--- src/rtl/mppc_gate_ctrl.sv ---
// Measurement-window controller for the MPPC dark counter.
// Opens a gate of GATE_TICKS x TICK_DIV cycles on start, counts rising hit edges
// while the gate is open, then latches the result for one LATCH cycle.
// Optional feature macro: HIT_SYNC_EN (2-FF synchronizer on hit plus history register).
module mppc_gate_ctrl #(
    parameter int unsigned TICK_DIV   = 100000,
    parameter int unsigned GATE_TICKS = 1000,
    parameter int unsigned CNT_WIDTH  = 32
) (
    input  logic                 clk_i,
    input  logic                 rst_i,
    input  logic                 start_i,
    input  logic                 stop_i,
    input  logic                 cont_i,
    input  logic                 hit_i,
    output logic                 gate_o,
    output logic                 busy_o,
    output logic                 valid_o,
    output logic [CNT_WIDTH-1:0] count_out_o,
    output logic                 overflow_o
);

    localparam int unsigned CycW  = (TICK_DIV > 1) ? $clog2(TICK_DIV) : 1;
    localparam int unsigned TickW = (GATE_TICKS > 1) ? $clog2(GATE_TICKS) : 1;
    localparam logic [CycW-1:0]  CycLast  = CycW'(TICK_DIV - 1);
    localparam logic [TickW-1:0] TickLast = TickW'(GATE_TICKS - 1);

    typedef enum logic [1:0] {StIdle, StGate, StLatch} state_e;

    state_e               state_q, state_d;
    logic [CycW-1:0]      cyc_q, cyc_d;
    logic [TickW-1:0]     tick_q, tick_d;
    logic [CNT_WIDTH-1:0] acc_q, acc_d;
    logic                 ovf_q, ovf_d;
    logic [CNT_WIDTH-1:0] cnt_out_q, cnt_out_d;
    logic                 ovf_out_q, ovf_out_d;
    logic                 strobe;
    logic [CNT_WIDTH-1:0] acc_hit;
    logic                 ovf_hit;
    logic                 gate_last;

`ifdef HIT_SYNC_EN
    // sync_q[0] = s0, sync_q[1] = s1, sync_q[2] = s2 (history for edge detection)
    logic [2:0] sync_q;

    // Two-flop synchronizer plus one history stage for the edge detector.
    always_ff @(posedge clk_i) begin
        if (rst_i) sync_q <= '0;
        else       sync_q <= {sync_q[1:0], hit_i};
    end

    assign strobe = sync_q[1] & ~sync_q[2];
`else
    logic hit_d_q;

    // Single history register; hit is assumed synchronous to clk_i.
    always_ff @(posedge clk_i) begin
        if (rst_i) hit_d_q <= 1'b0;
        else       hit_d_q <= hit_i;
    end

    assign strobe = hit_i & ~hit_d_q;
`endif

    assign gate_last = (tick_q == TickLast) && (cyc_q == CycLast);

    // Saturating accumulator value if this cycle's strobe is counted.
    always_comb begin
        acc_hit = acc_q;
        ovf_hit = ovf_q;
        if (strobe) begin
            if (&acc_q) ovf_hit = 1'b1;
            else        acc_hit = acc_q + CNT_WIDTH'(1);
        end
    end

    // Window sequencing: arm, count, latch, clear, optional re-arm.
    always_comb begin
        state_d   = state_q;
        cyc_d     = cyc_q;
        tick_d    = tick_q;
        acc_d     = acc_q;
        ovf_d     = ovf_q;
        cnt_out_d = cnt_out_q;
        ovf_out_d = ovf_out_q;
        unique case (state_q)
            StIdle: begin
                // stop wins over a simultaneous start
                if (start_i && !stop_i) begin
                    state_d = StGate;
                    cyc_d   = '0;
                    tick_d  = '0;
                    acc_d   = '0;
                    ovf_d   = 1'b0;
                end
            end
            StGate: begin
                if (stop_i) begin
                    state_d = StIdle;
                    acc_d   = '0;
                    ovf_d   = 1'b0;
                end else if (gate_last) begin
                    // Result registers update on the edge that enters LATCH
                    state_d   = StLatch;
                    cnt_out_d = acc_hit;
                    ovf_out_d = ovf_hit;
                    acc_d     = '0;
                    ovf_d     = 1'b0;
                end else begin
                    acc_d = acc_hit;
                    ovf_d = ovf_hit;
                    if (cyc_q == CycLast) begin
                        cyc_d  = '0;
                        tick_d = tick_q + TickW'(1);
                    end else begin
                        cyc_d = cyc_q + CycW'(1);
                    end
                end
            end
            StLatch: begin
                if (cont_i && !stop_i) begin
                    state_d = StGate;
                    cyc_d   = '0;
                    tick_d  = '0;
                end else begin
                    state_d = StIdle;
                end
            end
            default: state_d = StIdle;
        endcase
    end

    // State and datapath registers with synchronous reset.
    always_ff @(posedge clk_i) begin
        if (rst_i) begin
            state_q   <= StIdle;
            cyc_q     <= '0;
            tick_q    <= '0;
            acc_q     <= '0;
            ovf_q     <= 1'b0;
            cnt_out_q <= '0;
            ovf_out_q <= 1'b0;
        end else begin
            state_q   <= state_d;
            cyc_q     <= cyc_d;
            tick_q    <= tick_d;
            acc_q     <= acc_d;
            ovf_q     <= ovf_d;
            cnt_out_q <= cnt_out_d;
            ovf_out_q <= ovf_out_d;
        end
    end

    assign gate_o      = (state_q == StGate);
    assign busy_o      = (state_q != StIdle);
    assign valid_o     = (state_q == StLatch);
    assign count_out_o = cnt_out_q;
    assign overflow_o  = ovf_out_q;

endmodule
--- config.mk ---
export PLATFORM = sky130hd
export DESIGN_NAME = mppc_gate_ctrl
export DESIGN_NICKNAME = d
export VERILOG_FILES = /design/src/rtl/mppc_gate_ctrl.sv
export SDC_FILE = /design/constraint.sdc
export NUM_CORES = 1
export LEC_CHECK = 0
export CAP_MARGIN = 10
export CORE_UTILIZATION = 55
export DETAILED_ROUTE_END_ITERATION = 8
export PLACE_DENSITY = 0.78
export SYNTH_ARGS = -nofsm -noshare
export SYNTH_HDL_FRONTEND = slang
export SYNTH_SLANG_ARGS = --single-unit
--- constraint.sdc ---
create_clock -name clk_i -period 4.87 [get_ports clk_i]
set_input_delay 1.461 -clock clk_i [delete_from_list [all_inputs] [get_ports clk_i]]
set_output_delay 1.461 -clock clk_i [all_outputs]
set_load 0.005 [all_outputs]
==> impl_metrics.tcl <==
set metrics [dict create \
    ir_drop_v 0.000115 \
    slew_headroom_pct 24.3 \
    place_hpwl_mm 9.09 \
    ys_warn_count 0 \
    yosys.area.top_type "dfxtp_1" \
    clk_pin_slew_worst_paths_ns 0.09 \
    min_period_over_period_pct 74.6 \
    grt_overflow 0 \
    final_layout_size_suffix_gt1_share_pct 5.94 \
    track_usage_pct 28.0 \
    tightestPinTransition_ns 1.12 \
    syn_area_per_cell_um2 8.10 \
    fin_skew_ns 0.0116 \
    antenna_found_initial 0 \
    insertion_delay_ns 0.37 \
    tns_ns 0 \
    h-tree-depth 3 \
    cts_max_path_buffers 2 \
    power_density_nw_per_um2 247 \
    clockRootBuffer "clkbuf_8" \
    vias 5141 \
    routed_via_density 6.72 \
    synth.most_common_cell "dfxtp_1" \
    worst-endpoint-required_ns 5.14 \
    rsz0062_at_grt "no" \
    start_util_pct 57.6 \
    io_buffers 41 \
    ys_ff_latch 96 \
    drt_pass1_iterations 7 \
    first_global_vias 4524 \
    wl_met2_mm 5.96 \
    final_net_count 661 \
    cts_sinks 96 \
    area_delta_synth_final_pct 13.5 \
    syn_area_um2 5090 \
    io_pins 42 \
    start_kind "input pin" \
    slew_violations 0 \
    antenna_left 0 \
    max_freq_ghz 0.275 \
    end_kind "register" \
    synth.top_cell.area_share_pct 37.7 \
    die_area_um2 9650 \
    diodes 0 \
    synth_area_leaders "dfxtp_1, a21oi_1, a211oi_1" \
    power.leakage_uw 0.00178 \
    cts-hold-fix-buffers 0 \
    syn-num-nets 638 \
    reg2reg_setup_slack_ns 1.74 \
    gp_congestion 0.887 \
    wl_met1_mm 6.08 \
    wire_per_inst_um 17.4 \
    fin_crit_ns 3.63 \
    cts_buffers 9 \
    fp.dieH_um 98.2 \
    synth.distinct_cells 63 \
    synthTopCellsByCount "dfxtp_1, nand2_1, nor2_1" \
    status "finished with violations" \
    postCtsSetupBuffers 0 \
    arrival_ns 3.90 \
    cp_max_fo 40 \
    grt_max_degree 50 \
    cap_violations 0 \
    cts_resized 0 \
    cts_tree "yes" \
    drt_iter0_drc 449 \
    critical_path_class "in -> reg" \
    syn_inst 629 \
    synth-async-reset-ratio_pct 0 \
    drc 2 \
    hp-class "reg -> reg" \
    holdWs_ns 0.461 \
    hold_violations 0 \
    ys_seq_area_share_pct 37.7 \
    synth_edf_count 0 \
    fp-row-count 34 \
    violations "design-rule violations" \
    setup_violations 0 \
    die_w_um 98.2 \
    routed_wl_mm 13.3 \
    coreArea_um2 8850 \
    synth_ff_type "dfxtp_1" \
    dr.max_layer_used "met4" \
    wl_met3_mm 1.02 \
    grt_pass1_wl_mm 22.0 \
]
## placed cells by master, fill, tap and decap left out, types with 17 or more instances in the layout
cell type | Yosys | final
a211oi_1 | 25 | 25
a21oi_1 | 39 | 38
a31oi_1 | 28 | 28
and3_1 | 17 | 17
clkdlybuf4s50_1 | 0 | 40
dfxtp_1 | 96 | 96
nand2_1 | 41 | 41
nand3_1 | 34 | 34
nor2_1 | 41 | 41
nor3_1 | 19 | 19
nor4_1 | 18 | 17
o21ai_0 | 37 | 37
or3_1 | 30 | 30
## final timing paths
| check | startpoint | depth (start not counted) | end |
|---|---|---|---|
| worst max register to register | cyc_q[13] | 5 | tick_q[7] |
| worst max-delay path | stop_i | 7 | count_out_o[24] |
| worst min-delay path | count_out_o[7] | 2 | count_out_o[7] |
| worst min register to register | count_out_o[7] | 2 | count_out_o[7] |
## metal layers
| layer | vias to the layer above | GRT usage (%) |
|---|---|---|
| met4 | 0 | 8.96 |
| li1 | 2479 | - |
| met5 | - | 0 |
| met1 | 2395 | 39.1 |
| met3 | 26 | 4.44 |
| met2 | 241 | 44.3 |
## per-stage QoR
step	setup WS (ns)	std cells	instance area (um2)	util, %	power [uW]
detailed placement	0.884	749	5570	62.9	879
floorplan	1.20	629	5090	-	857
global route	1.05	765	5780	65.3	1480
global placement	0.942	749	5570	62.9	877
finish	1.24	765	5780	65.3	1430
CTS	1.27	765	5780	65.3	1440
## report_power, final
group          internal (uW)  switching [uW]  leakage [uW]
clock                    280             287      0.000109
combinational           20.9            49.4      0.000894
sequential               788            3.81      0.000774
total                   1090             341       0.00178
## flip-flops by register name (all words and copies together), names as in the netlist
| name | flops |
|---|---|
| acc_q | 32 |
| count_out_o | 32 |
| cyc_q | 17 |
| hit_d_q | 1 |
| overflow_o | 1 |
| ovf_q | 1 |
| state_q | 2 |
| tick_q | 10 |
## worst max-delay path: stages
cell             delay (ns)
clkdlybuf4s50_1        0.57
or3b_2                 0.60
nor4_1                 0.37
and2_1                 0.17
buf_4                  0.35
nor2_1                 0.07
nor4_1                 0.29
## layout make-up
class | instances | area (um2)
well taps | 108 | 135
clock inverters | 4 | 51.3
multi-input cells | 480 | 2980
inverters | 14 | 52.6
fillers | 750 | 3070
clock buffers | 12 | 165
repair buffers | 51 | 480
flip-flops and latches | 96 | 1920
## logic make-up (layout without fill, tap and decap cells)
family                     Yosys count  after routing  synth area share (%)
AOI/OAI and AO/OA                  197            197                  25.9
adders and majority gates            3              3                 0.737
xor gates and xnor gates            13             13                  2.23
buffers and inverters               53             81                  4.08
and+or+nand+nor                    260            260                  28.0
muxes                                7              7                  1.40
DFF                                 96             96                  37.7
No activity file was read; power rests on OpenSTA's default activity.
